`src/rtl/a2d_pkg.sv`:
```
// Shared types and helpers for the A2D slide-pot scan sequencer.
// Pure declarations: no logic, no latency.
package a2d_pkg;

  typedef enum logic [2:0] {
    IDLE,
    LAUNCH,
    GAP,
    READ,
    NEXT
  } state_t;

  localparam logic [1:0] CMD_HDR = 2'b00;
  localparam int         RES_W   = 12;

  function automatic logic [15:0] mk_cmd(input logic [2:0] ch);
    return {CMD_HDR, ch, 11'h000};
  endfunction

endpackage

```
`src/rtl/scan_tmr.sv`:
```
// Auto-scan period timer: counts 0..PERIOD-1 while en=1 and is held at 0 while en=0.
// tick is combinational on the terminal count and is qualified by en; it is never stalled.
module scan_tmr #(
  parameter int unsigned PERIOD = 20'd1_000_000
) (
  input  logic clk,
  input  logic rst_n,
  input  logic en,
  output logic tick
);

  localparam int unsigned   TW   = $clog2(PERIOD);
  localparam logic [TW-1:0] LAST = TW'(PERIOD - 1);

  logic [TW-1:0] timer;

  always_ff @(posedge clk or negedge rst_n) begin
    if (!rst_n) begin
      timer <= '0;
    end else if (!en || (timer == LAST)) begin
      timer <= '0;
    end else begin
      timer <= timer + 1'b1;
    end
  end

  assign tick = en && (timer == LAST);

endmodule

```
`src/rtl/a2d_scan_ctrl.sv`:
```
// Round-robin A2D scan sequencer: a launch and a read SPI transaction per channel, results in a register file.
// snd waits on done for every transaction; extra start requests during a scan collapse into one pending scan.
module a2d_scan_ctrl
  import a2d_pkg::*;
#(
  parameter int unsigned NUM_CH  = 7,
  parameter int unsigned PERIOD  = 20'd1_000_000,
  parameter int unsigned GAP_CYC = 4
) (
  input  logic             clk,
  input  logic             rst_n,
  input  logic             en,
  input  logic             scan_req,
  input  logic             done,
  input  logic [15:0]      resp,
  output logic             snd,
  output logic [15:0]      cmd,
  input  logic [2:0]       rd_ch,
  output logic [RES_W-1:0] rd_data,
  output logic             busy,
  output logic             scan_done
);

  localparam int unsigned   GW      = (GAP_CYC < 2) ? 1 : $clog2(GAP_CYC + 1);
  localparam logic [GW-1:0] GAP_LD  = GW'(GAP_CYC);
  localparam logic [GW-1:0] GAP_ONE = GW'(1);
  localparam logic [2:0]    LAST_CH = 3'(NUM_CH - 1);

  state_t           state, state_nxt;
  logic [2:0]       ch, ch_nxt;
  logic [GW-1:0]    gap_cnt, gap_nxt;
  logic             pending, pending_nxt;
  logic             snd_nxt, busy_nxt, scan_done_nxt;
  logic             res_we;
  logic             tick, start, done_seen;
  logic [RES_W-1:0] res [8];
  logic             unused_resp_hi;

  scan_tmr #(
    .PERIOD (PERIOD)
  ) u_tmr (
    .clk   (clk),
    .rst_n (rst_n),
    .en    (en),
    .tick  (tick)
  );

  assign start = scan_req | tick | pending;

  // snd is high exactly on the first LAUNCH/READ clock, where done still shows the previous transaction.
  assign done_seen = done & ~snd;

  always_comb begin
    state_nxt     = state;
    ch_nxt        = ch;
    gap_nxt       = gap_cnt;
    pending_nxt   = pending;
    snd_nxt       = 1'b0;
    busy_nxt      = busy;
    scan_done_nxt = 1'b0;
    res_we        = 1'b0;

    if (busy && (scan_req || tick)) begin
      pending_nxt = 1'b1;
    end

    case (state)
      IDLE: begin
        if (start) begin
          snd_nxt     = 1'b1;
          busy_nxt    = 1'b1;
          pending_nxt = 1'b0;
          state_nxt   = LAUNCH;
        end
      end
      LAUNCH: begin
        if (done_seen) begin
          gap_nxt   = GAP_LD;
          state_nxt = GAP;
        end
      end
      GAP: begin
        // gap_cnt is the number of idle clocks still to run, including this one.
        if (gap_cnt <= GAP_ONE) begin
          snd_nxt   = 1'b1;
          state_nxt = READ;
        end else begin
          gap_nxt = gap_cnt - 1'b1;
        end
      end
      READ: begin
        if (done_seen) begin
          res_we = 1'b1;
          if (ch == LAST_CH) begin
            ch_nxt        = 3'd0;
            busy_nxt      = 1'b0;
            scan_done_nxt = 1'b1;
            state_nxt     = IDLE;
          end else begin
            ch_nxt    = ch + 3'd1;
            state_nxt = NEXT;
          end
        end
      end
      NEXT: begin
        snd_nxt   = 1'b1;
        state_nxt = LAUNCH;
      end
      default: begin
        state_nxt = IDLE;
      end
    endcase
  end

  always_ff @(posedge clk or negedge rst_n) begin
    if (!rst_n) begin
      state <= IDLE;
    end else begin
      state <= state_nxt;
    end
  end

  // cmd follows ch_nxt so it settles in NEXT, one clock ahead of the launch snd.
  always_ff @(posedge clk or negedge rst_n) begin
    if (!rst_n) begin
      ch        <= 3'd0;
      gap_cnt   <= '0;
      pending   <= 1'b0;
      snd       <= 1'b0;
      busy      <= 1'b0;
      scan_done <= 1'b0;
      cmd       <= 16'h0000;
    end else begin
      ch        <= ch_nxt;
      gap_cnt   <= gap_nxt;
      pending   <= pending_nxt;
      snd       <= snd_nxt;
      busy      <= busy_nxt;
      scan_done <= scan_done_nxt;
      cmd       <= mk_cmd(ch_nxt);
    end
  end

  always_ff @(posedge clk or negedge rst_n) begin
    if (!rst_n) begin
      for (int i = 0; i < 8; i++) begin
        res[i] <= '0;
      end
    end else if (res_we) begin
      res[ch] <= resp[RES_W-1:0];
    end
  end

  assign rd_data        = (32'(rd_ch) < NUM_CH) ? res[rd_ch] : '0;
  assign unused_resp_hi = ^resp[15:RES_W];

endmodule
```
`config.mk`:
```
export PLATFORM = sky130hd
export DESIGN_NAME = a2d_scan_ctrl
export DESIGN_NICKNAME = d
export VERILOG_FILES = /design/src/rtl/a2d_pkg.sv /design/src/rtl/scan_tmr.sv /design/src/rtl/a2d_scan_ctrl.sv
export SDC_FILE = /design/constraint.sdc
export NUM_CORES = 1
export LEC_CHECK = 0
export ABC_CLOCK_PERIOD_IN_PS = 2660
export CORE_UTILIZATION = 57
export DETAILED_ROUTE_END_ITERATION = 10
export PLACE_DENSITY = 0.79
export SLEW_MARGIN = 10
export SYNTH_ARGS = -nofsm -noshare
export SYNTH_HDL_FRONTEND = slang
export SYNTH_HIERARCHICAL = 1
export SYNTH_SLANG_ARGS = --single-unit
export TNS_END_PERCENT = 100
```
`constraint.sdc`:
```
create_clock -name clk -period 2.66 [get_ports clk]
set_clock_uncertainty 0.1 [all_clocks]
set_input_delay 0.399 -clock clk [delete_from_list [all_inputs] [get_ports clk]]
set_output_delay 0.399 -clock clk [all_outputs]
set_load 0.03 [all_outputs]
```
* After elaboration in Yosys (flattened, before gate mapping)
Index checks and enable logic that the tools add are counted.
Operators by class: add/sub/neg operators 3, eq/ne operators 12, reductions and logical operators 13, mux-type cells 35, $lt $le $gt $ge 5, bitwise operators 6
Operators by type and width (count):
- 96-bit bitwise mux | 1
- 12-bit 2-to-1 mux | 4
- 12-bit binary-select mux with 3-bit select | 1
- 12-bit demux with 3-bit select | 1
- 3-bit 2-to-1 mux | 10
- 20-bit by 1-bit adder with 20-bit output (second input constant) | 1
- 20-bit == test (second input constant) | 1
- 20-bit 2-to-1 mux | 1
- 3-bit one-hot mux with 5 select lines | 1
- 1-bit 2-to-1 mux | 13
- 2-bit inequality test (second input constant) | 6
- 4-bit greater-or-equal comparator (second input constant) | 2
- 3-bit NOT with 4-bit output | 2
- 4-bit AND reduction | 2
- 3-bit by 2-bit == test with 1-bit output (second input constant) | 2
- 3-bit == test (second input constant) | 2
- 3-bit one-hot mux with 2 select lines | 1
- 4-bit by 1-bit < comparator with 1-bit output (second input constant) | 1
- 2-bit nonzero test | 2
- 3-bit by 1-bit adder with 3-bit output (second input constant) | 1
- 3-bit by 1-bit == test with 1-bit output (second input constant) | 1
- 3-bit by 1-bit less-or-equal comparator with 1-bit output (second input constant) | 1
- 1-bit logical AND | 3
- 3-bit logical NOT | 1
- 11 further kinds | 13
Storage, ports and cells: register bits 129, word-level logic and storage cells 90, output and inout bits 31, input bits 24

* Longest topological paths before layout
depth after elaboration 7, gate-level depth with buffers 7, mapped depth without buffers 7

* Cells and area by module
Netlist, hierarchy kept.
Modules (own cells, without submodules):
- a2d_scan_ctrl | instances 1, seq. area each 2552.4 µm², cells each 368, area each 4938.5 µm²
- scan_tmr | instances 1, seq. area each 500.5 µm², cells each 108, area each 1018.5 µm²

* Least setup slack after synthesis
Ideal clock, no wire load.
path kind input-to-output, start in rd_ch[0], end out rd_data[3], required time 2.161 ns, slack 0.328 ns, arrival 1.833 ns, cell stages on the path 5, path buffers 2, path through clkbuf_1 -> buf_2 -> nor2b_1 -> a22oi_1 -> a21oi_1
On the way: word-level cells in the longest chain between the ends 5, elaborated cells on any way between the ends 6, those cells by class 1 x order compare; 4 x mux; 1 x bitwise
Ends and longest elaborated chain:
- start: declaration | line a2d_scan_ctrl.sv:18 | input logic [2:0] rd_ch,
- 3-bit NOT with 4-bit output (not written as such) | line a2d_scan_ctrl.sv:154 | assign rd_data = (32'(rd_ch) < NUM_CH) ? res[rd_ch] : '0;
- 12-bit binary-select mux with 3-bit select | line a2d_scan_ctrl.sv:154
- 12-bit 2-to-1 mux (not written as such) (2 in a row) | line a2d_scan_ctrl.sv:154
- 12-bit 2-to-1 mux (*) | line a2d_scan_ctrl.sv:154
- end: declaration | line a2d_scan_ctrl.sv:19 | output logic [RES_W-1:0] rd_data,
Every way passes the cells marked *; elsewhere a longest branch is shown, timed or not. The select of a mux whose other input is x is not followed.

* Final worst setup path
start in rd_ch[2], end out rd_data[10]
The elaborated chain is that of the path after synthesis.

==> impl_metrics.tcl <==
set metrics [dict create \
    peakVddDrop_mv 0.483 \
    regToRegStartpoint "u_tmr/timer[0]$_DFF_PN0_" \
    grt_util_all_layers 0.247 \
    clock-sinks 122 \
    ys_ff_latch 122 \
    syn2layout_area_growth_pct 19.7 \
    nNetsFinal 567 \
    clock.fmax_ghz 0.402 \
    crit_fanout 6 \
    clkTransAtPathRegs_ps 60 \
    rsz0062_at_grt "false" \
    r2r_setup_slack_ps 390 \
    netlist_instances 476 \
    timing.rr.end "state[0]$_DFFE_PN0P_" \
    drc 0 \
    clkPwrFrac 0.316 \
    io_pins 55 \
    drv_slew 0 \
    setup_slack_ps 171 \
    power.leakage_nw 3.27 \
    finalHoldViolCount 0 \
    p_int_mw 4.47 \
    core_sq_um 9950 \
    dp_hpwl_um 7920 \
    routedWlPerCell_um 18.2 \
    fin_crit_sh 0.936 \
    clock_path_buffers 2 \
    dieArea_sq_um 10900 \
    end_kind "output port" \
    drive_gt1_frac 0.338 \
    cp-startpoint "rd_ch[2]" \
    firstDrtPassIters 4 \
    io_buffers 37 \
    period_needed_ps 2490 \
    holdWs_ps 278 \
    yosys_warnings 6 \
    totalWireLength_um 12500 \
    syn_area_per_cell_sq_um 12.5 \
    setup_violations 0 \
    cp-start-kind "input port" \
    yosys.cell_types.count 53 \
    htreeDepth 4 \
    drv_cap 0 \
    grt_remaining_overflow 0 \
    relSlewSlack 0.541 \
    combPwrFrac 0.251 \
    start_util 0.598 \
    die_h_um 104 \
    core.rowCount 36 \
    grt_pass1_vias 4135 \
    switching_power_mw 1.88 \
    die_x_um 104 \
    tightest_slew_ps 687 \
    cts_tree "yes" \
    power_density_nw_per_um2 891 \
    dr_total_vias 3948 \
    drt_iter0_drc 158 \
    placed_cells 652 \
    cts_root_buffer "clkbuf_8" \
    post_cts_buffers 0 \
    placedInstanceArea_sq_um 6580 \
    setup_tns_ps 0 \
    seq_area_frac_synth 0.512 \
    seqPwrFrac 0.433 \
    grt_pass1_wl_um 20700 \
    place.gp.congestion 0.803 \
    finalPower_mw 6.35 \
    netlist_area_sq_um 5960 \
    antenna_found_initial 0 \
    fin_area_sq_um 7130 \
    instances_no_fill 683 \
    cp-endpoint "rd_data[10]" \
    ff2ff_path_depth 7 \
    viasPerCell 5.78 \
    postRouteAntennaNets 0 \
    final_util 0.716 \
    antenna_cells 0 \
    worstPathArrival_ps 1990 \
    required_ps 2160 \
    hold_class "in2async" \
    p_sw_frac 0.296 \
    path_class "in2out" \
    post-place-ws_ps -338 \
    insertion_delay_ps 510 \
    grt_start_max_net_pins 45 \
    status "completed" \
    cts_buffers 17 \
]
metal layers:
metal,track usage,share of wire
met1,0.311,0.43
met2,0.428,0.53
met3,0.0545,0.028
met4,0.0735,0.011
met5,0,0
placed cells by master (no fill, tap or decap), types with 3 or more instances in the layout:
master           synthesis  final
a21oi_1                 22     22
a22oi_1                  6      6
and4_1                   3      3
buf_12                   1      3
buf_4                   14     28
clkbuf_16                0     17
clkdlybuf4s15_2          0      4
clkdlybuf4s50_1          0     22
clkinv_2                 0      7
conb_1                   1     13
dfrtp_1                122    122
dlygate4sd2_1            0      7
ha_1                     3      3
inv_1                   15     15
mux2_2                  87     87
mux2_4                   9      9
mux2i_1                  7      7
mux4_2                  11     11
nand2_1                 15     15
nand2b_1                 7      7
nand3_1                  9      9
nand4_1                  5      5
nor2_1                  32     32
nor3_1                   7      7
nor4_1                   7      5
o211ai_1                 4      4
o21ai_0                  6      6
o22a_1                   3      3
o2bb2ai_1                4      4
o31ai_1                  4      4
or3_1                    6      6
or4_1                    5      5
xnor2_1                  9      9
xor2_1                   3      3
worst min path at each step:
stage	startpoint	end	slack, ps	depth (start not counted)
after floorplan	rst_n	busy$_DFFE_PN0P_	3	0
after global placement	rst_n	res[19]$_DFFE_PN0P_	260	1
after detailed placement	rst_n	res[15]$_DFFE_PN0P_	270	1
after CTS	rst_n	res[15]$_DFFE_PN0P_	270	2
after global routing	rst_n	res[39]$_DFFE_PN0P_	300	2
final	rst_n	res[15]$_DFFE_PN0P_	280	2
cells in the mapped netlist (all sizes together):
cell type,instances,area [sq um]
nand2b,8,52.6
ha,3,37.5
nand4b,2,17.5
o31ai,5,51.3
or3,6,37.5
a22o,1,8.76
nand3,11,65.1
nor2b,2,12.5
a31oi,1,6.26
clkbuf,7,26.3
nor3,7,35.0
and2b,1,7.51
a22oi,6,45.0
o211ai,4,30.0
nor4,7,43.8
or4,7,60.1
xnor2,9,78.8
o21ai,6,30.0
o21ba,1,10.0
conb,1,3.75
and4,3,26.3
a2bb2oi,1,8.76
nand4,5,31.3
and3b,1,8.76
mux2,96,1110
nand3b,3,35.0
nor2,32,120
nor3b,1,7.51
nand2,15,56.3
o22a,3,26.3
inv,15,56.3
a21oi,22,110
mux4,11,248
o21bai,2,15.0
mux2i,7,70.1
or2,2,12.5
or4bb,1,11.3
o2bb2ai,4,35.0
o221a,2,22.5
clkinv,1,3.75
dfrtp,122,3050
xor2,3,26.3
buf,29,199
logic make-up (layout without fill, tap and decap cells):
logic type,count (synthesis),after routing,share of synthesized area
and+or+nand+nor,114,114,0.108
adders and majority gates,3,3,0.00630
other,1,13,0.000630
muxes,114,114,0.240
AOI/OAI and AO/OA,58,58,0.0670
buffers and inverters,52,114,0.0479
xor gates and xnor gates,12,12,0.0176
DFF,122,122,0.512
critical path, cell delays in order:
cell,delay [ps]
clkdlybuf4s50_1,620
buf_4,180
nor2_1,50
o22a_1,190
a21oi_1,220
clkdlybuf4s15_2,330
timing repair:
action,CTS,global route
resized for setup,23,1
setup endpoints to repair,11,2
hold endpoints to repair,31,0
pin swaps,0,0
hold buffers,1,0
cloned,0,1
layout make-up:
type	instances	area, sq um
multi-input combinational	314	2680
inverter	16	60.1
fill	683	2820
timing repair buffer	69	664
tap	133	166
clock inverter	10	80.1
sequential	122	3050
clock buffer	19	432
state kept, by name (all words and copies together) (netlist names):
signal / flops
res: 89
u_tmr/timer: 20
cmd: 3
gap_cnt: 3
state: 3
busy: 1
pending: 1
scan_done: 1
snd: 1
power groups by stage:
stage               sequential [mW]  combinational, mW  clock [mW]
finish                         2.75               1.59        2.01
global route                   2.81               1.73        2.11
CTS                            2.74               1.60        2.03
detailed placement             2.76               1.60           0
global placement               2.71               1.53           0
floorplan                      2.69               1.16           0
Note: power is estimated with default switching activity, not from simulation.
